`config.mk`:
```
export PLATFORM = sky130hd
export DESIGN_NAME = word_serializer_flat
export DESIGN_NICKNAME = d
export VERILOG_FILES = /design/src/rtl/word_serializer_if.sv /design/src/rtl/word_serializer.sv /design/src/flat_wrapper.sv
export SDC_FILE = /design/constraint.sdc
export NUM_CORES = 1
export LEC_CHECK = 0
export ABC_AREA = 1
export CAP_MARGIN = 5
export CORE_AREA = 2 2 172 174
export DETAILED_ROUTE_END_ITERATION = 6
export DIE_AREA = 0 0 174 176
export PLACE_DENSITY = 0.52
export SYNTH_ARGS = -nofsm -noshare
export SYNTH_HDL_FRONTEND = slang
export SYNTH_SLANG_ARGS = --single-unit
```
`constraint.sdc`:
```
create_clock -name clk -period 4.9 [get_ports clk]
set_input_delay 0.49 -clock clk [delete_from_list [all_inputs] [get_ports clk]]
set_output_delay 0.49 -clock clk [all_outputs]
set_load 0.01 [all_outputs]
```
`src/rtl/word_serializer_if.sv`:
```
// Word-in / serial-out bus of the word serializer: push handshake plus the
// comEn/dataout pair that feeds the downstream per-clk receiver.
interface word_serializer_if;
  logic [31:0] in_data;
  logic        in_valid;
  logic        in_ready;
  logic        dataout;
  logic        comEn;

  modport master (
    output in_data,
    output in_valid,
    input  in_ready,
    input  dataout,
    input  comEn
  );

  modport slave (
    input  in_data,
    input  in_valid,
    output in_ready,
    output dataout,
    output comEn
  );
endinterface

```
`src/rtl/word_serializer.sv`:
```
// Buffers 32-bit words in a 4-deep FIFO and sends each one as a framed,
// MSB-first serial stream: one dummy lead slot, 32 data slots, one trail slot, then a gap.
module word_serializer #(
  parameter int BIT_CYCLES = 1,
  parameter int GAP_CYCLES = 2
) (
  input  logic              clk,
  input  logic              reset,
  word_serializer_if.slave  bus,
  output logic              busy,
  output logic              tx_done,
  output logic [15:0]       frame_count,
  output logic [2:0]        fifo_level
);

  localparam int SLOT_W = (BIT_CYCLES > 1) ? $clog2(BIT_CYCLES) : 1;
  localparam int GAP_W  = (GAP_CYCLES > 1) ? $clog2(GAP_CYCLES) : 1;
  localparam logic [SLOT_W-1:0] SLOT_LAST = SLOT_W'(BIT_CYCLES - 1);
  localparam logic [GAP_W-1:0]  GAP_LAST  = GAP_W'(GAP_CYCLES - 1);

  typedef enum logic [2:0] {
    IDLE,
    LEAD,
    SHIFT,
    TRAIL,
    GAP
  } state_e;

  state_e state_q, state_d;

  logic [31:0] fifoMem_q [4];
  logic [1:0]  wrPtr_q;
  logic [1:0]  rdPtr_q;
  logic [2:0]  level_q;
  logic        push;
  logic        pop;
  logic        fifoEmpty;

  logic [SLOT_W-1:0] slotCnt_q, slotCnt_d;
  logic [4:0]        bitCnt_q, bitCnt_d;
  logic [GAP_W-1:0]  gapCnt_q, gapCnt_d;
  logic [31:0]       shift_q, shift_d;
  logic              slotEnd;

  logic        comEn_q, comEn_d;
  logic        dataout_q, dataout_d;
  logic        txDone_q, txDone_d;
  logic [15:0] frameCnt_q;

  assign fifoEmpty    = (level_q == 3'd0);
  assign bus.in_ready = (level_q < 3'd4);
  assign push         = bus.in_valid && bus.in_ready;
  assign slotEnd      = (slotCnt_q == SLOT_LAST);

  // FIFO pointers and occupancy; a same-edge push and pop leave the level alone.
  always_ff @(posedge clk or posedge reset) begin
    if (reset) begin
      wrPtr_q <= 2'd0;
      rdPtr_q <= 2'd0;
      level_q <= 3'd0;
    end else begin
      if (push) wrPtr_q <= wrPtr_q + 2'd1;
      if (pop)  rdPtr_q <= rdPtr_q + 2'd1;
      case ({push, pop})
        2'b10:   level_q <= level_q + 3'd1;
        2'b01:   level_q <= level_q - 3'd1;
        default: level_q <= level_q;
      endcase
    end
  end

  always_ff @(posedge clk) begin
    if (push) fifoMem_q[wrPtr_q] <= bus.in_data;
  end

  always_ff @(posedge clk or posedge reset) begin
    if (reset) begin
      state_q   <= IDLE;
      slotCnt_q <= '0;
      bitCnt_q  <= 5'd0;
      gapCnt_q  <= '0;
      shift_q   <= 32'd0;
    end else begin
      state_q   <= state_d;
      slotCnt_q <= slotCnt_d;
      bitCnt_q  <= bitCnt_d;
      gapCnt_q  <= gapCnt_d;
      shift_q   <= shift_d;
    end
  end

  // The word is copied out of the FIFO at pop time, so later pushes cannot disturb it.
  always_comb begin
    state_d   = state_q;
    slotCnt_d = slotCnt_q;
    bitCnt_d  = bitCnt_q;
    gapCnt_d  = gapCnt_q;
    shift_d   = shift_q;
    pop       = 1'b0;

    if (state_q != IDLE) begin
      slotCnt_d = slotEnd ? '0 : slotCnt_q + SLOT_W'(1);
    end

    case (state_q)
      IDLE: begin
        if (!fifoEmpty) begin
          pop       = 1'b1;
          shift_d   = fifoMem_q[rdPtr_q];
          slotCnt_d = '0;
          state_d   = LEAD;
        end
      end
      LEAD: begin
        if (slotEnd) begin
          bitCnt_d = 5'd0;
          state_d  = SHIFT;
        end
      end
      SHIFT: begin
        if (slotEnd) begin
          if (bitCnt_q == 5'd31) begin
            state_d = TRAIL;
          end else begin
            bitCnt_d = bitCnt_q + 5'd1;
            shift_d  = {shift_q[30:0], 1'b0};
          end
        end
      end
      TRAIL: begin
        if (slotEnd) begin
          gapCnt_d = '0;
          state_d  = GAP;
        end
      end
      GAP: begin
        if (slotEnd) begin
          if (gapCnt_q == GAP_LAST) begin
            if (!fifoEmpty) begin
              pop     = 1'b1;
              shift_d = fifoMem_q[rdPtr_q];
              state_d = LEAD;
            end else begin
              state_d = IDLE;
            end
          end else begin
            gapCnt_d = gapCnt_q + GAP_W'(1);
          end
        end
      end
      default: state_d = IDLE;
    endcase
  end

  // Outputs are decoded from the next state and registered, so the serial pins come straight off flops.
  always_comb begin
    comEn_d   = (state_d == LEAD) || (state_d == SHIFT) || (state_d == TRAIL);
    dataout_d = (state_d == SHIFT) && shift_d[31];
    txDone_d  = (state_q == TRAIL) && (state_d == GAP);
  end

  always_ff @(posedge clk or posedge reset) begin
    if (reset) begin
      comEn_q    <= 1'b0;
      dataout_q  <= 1'b0;
      txDone_q   <= 1'b0;
      frameCnt_q <= 16'd0;
    end else begin
      comEn_q   <= comEn_d;
      dataout_q <= dataout_d;
      txDone_q  <= txDone_d;
      if (txDone_d) frameCnt_q <= frameCnt_q + 16'd1;
    end
  end

  assign bus.comEn   = comEn_q;
  assign bus.dataout = dataout_q;
  assign busy        = (state_q != IDLE);
  assign tx_done     = txDone_q;
  assign frame_count = frameCnt_q;
  assign fifo_level  = level_q;

endmodule

```
`src/flat_wrapper.sv`:
```
// flat-port wrapper written by rule: the top's interface ports become plain ports
module word_serializer_flat 
#(
  parameter int BIT_CYCLES = 1,
  parameter int GAP_CYCLES = 2
)
  (clk, reset, busy, tx_done, frame_count, fifo_level, bus_in_data, bus_in_valid, bus_in_ready, bus_dataout, bus_comEn);
  word_serializer_if bus_i ();
  input  logic clk;
  input  logic reset;
  output logic busy;
  output logic tx_done;
  output logic [15:0] frame_count;
  output logic [2:0] fifo_level;
  input wire logic [$bits(bus_i.in_data)-1:0] bus_in_data;
  input wire logic [$bits(bus_i.in_valid)-1:0] bus_in_valid;
  output wire logic [$bits(bus_i.in_ready)-1:0] bus_in_ready;
  output wire logic [$bits(bus_i.dataout)-1:0] bus_dataout;
  output wire logic [$bits(bus_i.comEn)-1:0] bus_comEn;
  assign bus_i.in_data = bus_in_data;
  assign bus_i.in_valid = bus_in_valid;
  assign bus_in_ready = bus_i.in_ready;
  assign bus_dataout = bus_i.dataout;
  assign bus_comEn = bus_i.comEn;
  word_serializer #(.BIT_CYCLES(BIT_CYCLES), .GAP_CYCLES(GAP_CYCLES)) u_core (.clk(clk), .reset(reset), .bus(bus_i), .busy(busy), .tx_done(tx_done), .frame_count(frame_count), .fifo_level(fifo_level));
endmodule
```
Yosys cells after proc, flatten, opt, wreduce, memory -nomap -nowiden. Memories as Yosys holds them, arrays and structs flattened. Index checks and enable logic that the tools add are counted.

Add/subtract/negate cells: 8. $lt $le $gt $ge: 1. Equality and inequality tests: 17. Mux-type cells: 34. Reductions and logical operators: 15.

Operators with widths (count): 32-bit 2-to-1 mux (5); 32-bit one-hot mux with 3 select lines (1); 3-bit 2-to-1 mux (7); 16-bit by 1-bit adder with 16-bit output, second input constant (1); 5-bit 2-to-1 mux (3); 3-bit one-hot mux with 5 select lines (1); 1-bit 2-to-1 mux (13); 3-bit by 2-bit equality test with 1-bit output, second input constant (4); 2-bit != test, second input constant (5); 5-bit one-hot mux with 2 select lines (1); 3-bit by 1-bit equality test with 1-bit output, second input constant (2); 3-bit equality test, second input constant (2); 3-bit zero test (2); 3-bit one-hot mux with 2 select lines (1); 2-bit nonzero test (3); 3-bit nonzero test (2); 5-bit by 1-bit adder with 5-bit output, second input constant (1); 5-bit equality test, second input constant (1); 5-bit AND reduction (1); 2-bit by 1-bit adder with 2-bit output, second input constant (2); 1-bit one-hot mux with 2 select lines (2); 4-bit AND reduction (1); 3-bit by 1-bit adder with 3-bit output, second input constant (1); 1-bit logical AND (3); other kinds (8) (10).

Register bits after elaboration: 68. RAM bits: 128. Bits of input ports: 35. Output and inout bits: 24. Memories kept: 1.

Memory list: u_core.fifoMem_q (words 4, bits a word 32, rd ports 1, clocked after memory_dff 0, write ports 1, line word_serializer.sv:31) `logic [31:0] fifoMem_q [4];`.

Longest topological paths before layout.
Word-level depth: 8. Mapped depth: 13. Mapped depth without buffers: 13.

Worst setup path after synthesis. OpenSTA, ideal clock, no wires.

Kind: reg2reg. Start: register u_core.level_q[2], in the netlist u_core.fifo_level[2]. End: memory u_core.fifoMem_q[0][0] (enable). Arrival: 2134 ps. Setup slack: 2344 ps. Cell stages (with the launch flop): 4. Clock period less this slack: 2556 ps. Cells stage by stage: dfrtp_1 -> inv_1 -> nand2_1 -> nor2_1.

Cells in the longest elaborated chain, start to end: 4.

Ends and longest elaborated chain: start, declared (line word_serializer.sv:34) `logic [2:0] level_q;`; start signal, assigned (line word_serializer.sv:65) `2'b10: level_q <= level_q + 3'd1;`; start signal, assigned (line word_serializer.sv:66) `2'b01: level_q <= level_q - 3'd1;`; start signal, assigned (line word_serializer.sv:67) `default: level_q <= level_q;`; 3-bit < comparator (line word_serializer.sv:51) `assign bus.in_ready = (level_q < 3'd4);`; via bus_in_ready (line flat_wrapper.sv:17) `output wire logic [$bits(bus_i.in_ready)-1:0] bus_in_ready;`; 1-bit logical AND (line word_serializer.sv:52) `assign push = bus.in_valid && bus.in_ready;`; 1-bit 2-to-1 mux (line word_serializer.sv:73) `if (push) fifoMem_q[wrPtr_q] <= bus.in_data;`; 1-bit 2-to-1 mux (implied by the code) (line word_serializer.sv:73); end, declared (line word_serializer.sv:31).

The timed path passes the listed nets, and every way through them passes these cells.

Worst setup path after layout.
Start: register u_core.bitCnt_q[0]. End: register u_core.shift_q[0].

Cells in the longest elaborated chain, start to end: 3.

Ends and longest elaborated chain: start, declared (line word_serializer.sv:40) `logic [4:0] bitCnt_q, bitCnt_d;`; start signal, assigned (line word_serializer.sv:86) `bitCnt_q <= bitCnt_d;`; 5-bit equality test (line word_serializer.sv:122) `if (bitCnt_q == 5'd31) begin`; 2-bit != test (no source line); 5-bit AND reduction (no source line); end signal, assigned (line word_serializer.sv:88) `shift_q <= shift_d;`; end, declared (line word_serializer.sv:42) `logic [31:0] shift_q, shift_d;`.

Every way passes these cells. A chain may end at the register's enable or synchronous reset.

==> results.json <==
{
  "grt_use_total": 0.126,
  "cts_hold_buf": 0,
  "ant_nets": 0,
  "n_fill_cell": 2917,
  "numPortBuffers": 58,
  "rsz0062_at_grt": "no",
  "place_ws_ns": 1.72,
  "via_count": 5775,
  "die_h_um": 176,
  "total_power_w": 0.00611,
  "setup-violations-final": 0,
  "start_util": 0.300,
  "finalCritPeriodShare": 0.646,
  "fin_nets": 948,
  "gp_congestion": 0.744,
  "power_density_mw_per_mm2": 602,
  "ir_worst_vdd_mv": 0.274,
  "clock_sinks": 196,
  "grt_pass1_vias": 5660,
  "syn_avg_cell_area_um2": 9.98,
  "cp-end-kind": "register",
  "drive_gt1_frac": 0.0720,
  "post_drt_wl_per_cell_um": 14.2,
  "ys_ff_latch": 196,
  "maxClockFrequency_mhz": 316,
  "overflow": 0,
  "ff_latch_area_mm2": 0.00555,
  "grt_pass1_wl_um": 30200,
  "first_iter_violations": 350,
  "hpwl_um": 10900,
  "diodes": 0,
  "skew_ns": 0.0115,
  "drc": 0,
  "core_region_area_mm2": 0.0285,
  "antenna_found_initial": 0,
  "cts_resized": 0,
  "drv_slew": 0,
  "cts_root_buf": "clkbuf_16",
  "rows": 62,
  "ys_warn_count": 0,
  "outcome": "complete, no violations",
  "placed_cell_area_mm2": 0.00956,
  "dieWidth_um": 174,
  "placed_cells": 1269,
  "multi_input_area_mm2": 0.00269,
  "layout_commonest_cell": "nand2_1",
  "dieArea_mm2": 0.0306,
  "p_leak_nw": 4.14,
  "insertion_delay_ns": 0.43,
  "path_max_fanout": 32,
  "via_per_inst": 4.44,
  "cp_data_required_time_ns": 5.23,
  "io_pins": 59,
  "hp-class": "register to register",
  "final_cells": 1301,
  "max_slew.worst_pin.slew_ns": 0.943,
  "cts_tree": "built",
  "clk_pin_slew_ns": 0.08,
  "cts_buffers": 17,
  "finalWirelength_um": 18500,
  "hold_viol_final": 0,
  "start_kind": "register",
  "htree_levels": 4,
  "drt_pre_antenna_iters": 4,
  "synth_fp_nets": 901,
  "ys_types": 29,
  "clk_path_buf_depth": 2,
  "yosysSeqAreaShare": 0.648,
  "final_area_mm2": 0.0102,
  "final.setup.worst_slack_ns": 1.73,
  "netlist_instances": 857,
  "synth.cell_area_mm2": 0.00856,
  "drv_cap": 0,
  "postCtsSetupBuffers": 0,
  "cp.arrival_ns": 3.49,
  "syn_to_final_growth_pct": 18.7,
  "grt_max_degree": 66,
  "slew_headroom": 0.371,
  "layout_common_cells": "267 x nand2_1, 128 x edfxtp_1, 103 x nor2_1, 75 x nand3_1, 66 x dfrtp_1",
  "setup_tns_ns": 0,
  "period_minus_slack_ns": 3.17,
  "critPathKind": "register to register"
}
-- path summary, 6_finish.rpt --
| check | from | endpoint | slack, ns | cells past startpoint |
|---|---|---|---|---|
| worst min register to register | u_core.bitCnt_q[4] | u_core.bitCnt_q[4] | 0.50 | 2 |
| worst max-delay path | u_core.bitCnt_q[0] | u_core.shift_q[0] | 1.73 | 13 |
| worst max register to register | u_core.bitCnt_q[0] | u_core.shift_q[0] | 1.73 | 13 |
| worst min-delay path | u_core.bitCnt_q[4] | u_core.bitCnt_q[4] | 0.50 | 2 |
| min in group asynchronous | reset | u_core.frame_count[2] | 0.53 | 2 |
| max in group asynchronous | reset | u_core.rdPtr_q[1] | 3.41 | 3 |
-- sequential cells by signal, indices dropped and copies added (netlist names) --
register,count
u_core.fifoMem_q,128
u_core.state_q,3
u_core.bus.comEn,1
u_core.fifo_level,3
u_core.bus.dataout,1
u_core.slotCnt_q,1
u_core.wrPtr_q,2
u_core.tx_done,1
u_core.rdPtr_q,2
u_core.bitCnt_q,5
u_core.shift_q,32
u_core.gapCnt_q,1
u_core.frame_count,16
-- power breakdown --
| group | switching (W) | total [W] | internal, W |
|---|---|---|---|
| logic | 0.00157 | 0.00236 | 0.000790 |
| clock network | 0.000690 | 0.00138 | 0.000686 |
| registers | 0.000209 | 0.00237 | 0.00216 |
-- synthesized netlist by cell type --
master | n | area share
xor2_1 | 15 | 0.015
nor2_2 | 1 | 0.00073
nand3_1 | 75 | 0.044
dfrtp_1 | 68 | 0.20
or2_2 | 1 | 0.00073
inv_2 | 7 | 0.0031
nand3_2 | 2 | 0.0023
ha_1 | 8 | 0.012
o21ai_0 | 6 | 0.0035
xnor2_1 | 4 | 0.0041
a31oi_1 | 1 | 0.00073
edfxtp_1 | 128 | 0.45
o211ai_1 | 31 | 0.027
a21boi_0 | 1 | 0.00088
nand4_1 | 5 | 0.0037
and2_1 | 1 | 0.00073
nand2_1 | 268 | 0.12
fa_1 | 1 | 0.0023
o21ai_1 | 1 | 0.00058
nor3_1 | 4 | 0.0023
inv_1 | 40 | 0.018
nor2_1 | 109 | 0.048
a21oi_1 | 35 | 0.020
nand3b_1 | 1 | 0.00088
clkbuf_1 | 20 | 0.0088
a32o_1 | 1 | 0.0012
nor3_2 | 1 | 0.0012
buf_1 | 2 | 0.00088
buf_2 | 20 | 0.012
-- logic make-up after synthesis --
kind of cell | Yosys count | synth area share
DFF | 196 | 0.648
and+or+nand+nor | 468 | 0.222
buffers and inverters | 89 | 0.0420
AOI/OAI and AO/OA | 76 | 0.0545
xor gates and xnor gates | 19 | 0.0195
adders and majority gates | 9 | 0.0140
-- metal layers --
| metal | GRT usage | wire, um |
|---|---|---|
| met1 | 0.166 | 8770 |
| met2 | 0.207 | 8880 |
| met3 | 0.0295 | 660 |
| met4 | 0.0371 | 180 |
| met5 | 0 | 0 |
-- critical path, cell delays in order (launching register included) --
cell and delay [ns]:
dfrtp_1 0.41, ha_1 0.22, nand2_1 0.09, nor2_1 0.05, ha_1 0.20, nor2_2 0.10
buf_4 0.32, inv_2 0.07, nand2_1 0.11, nand3_2 0.49, inv_2 0.69, o21ai_0 0.17
nand2_1 0.10, inv_1 0.04
-- through the flow --
stage | hold slack (ns) | util
after detailed placement | 0.474 | 0.335
final | 0.497 | 0.356
after CTS | 0.496 | 0.356
after floorplan | 0.455 | -
after global placement | 0.468 | 0.335
after global routing | 0.529 | 0.356
-- final cells by class --
type / count / share of cell area
clock buffers: 17 / 0.0419
clock inverters: 15 / 0.0161
inverters: 47 / 0.0174
multi-input cells: 572 / 0.265
flip-flops and latches: 196 / 0.546
well taps: 384 / 0.0473
repair buffers: 70 / 0.0661
Note: power is estimated with default switching activity, not from simulation.
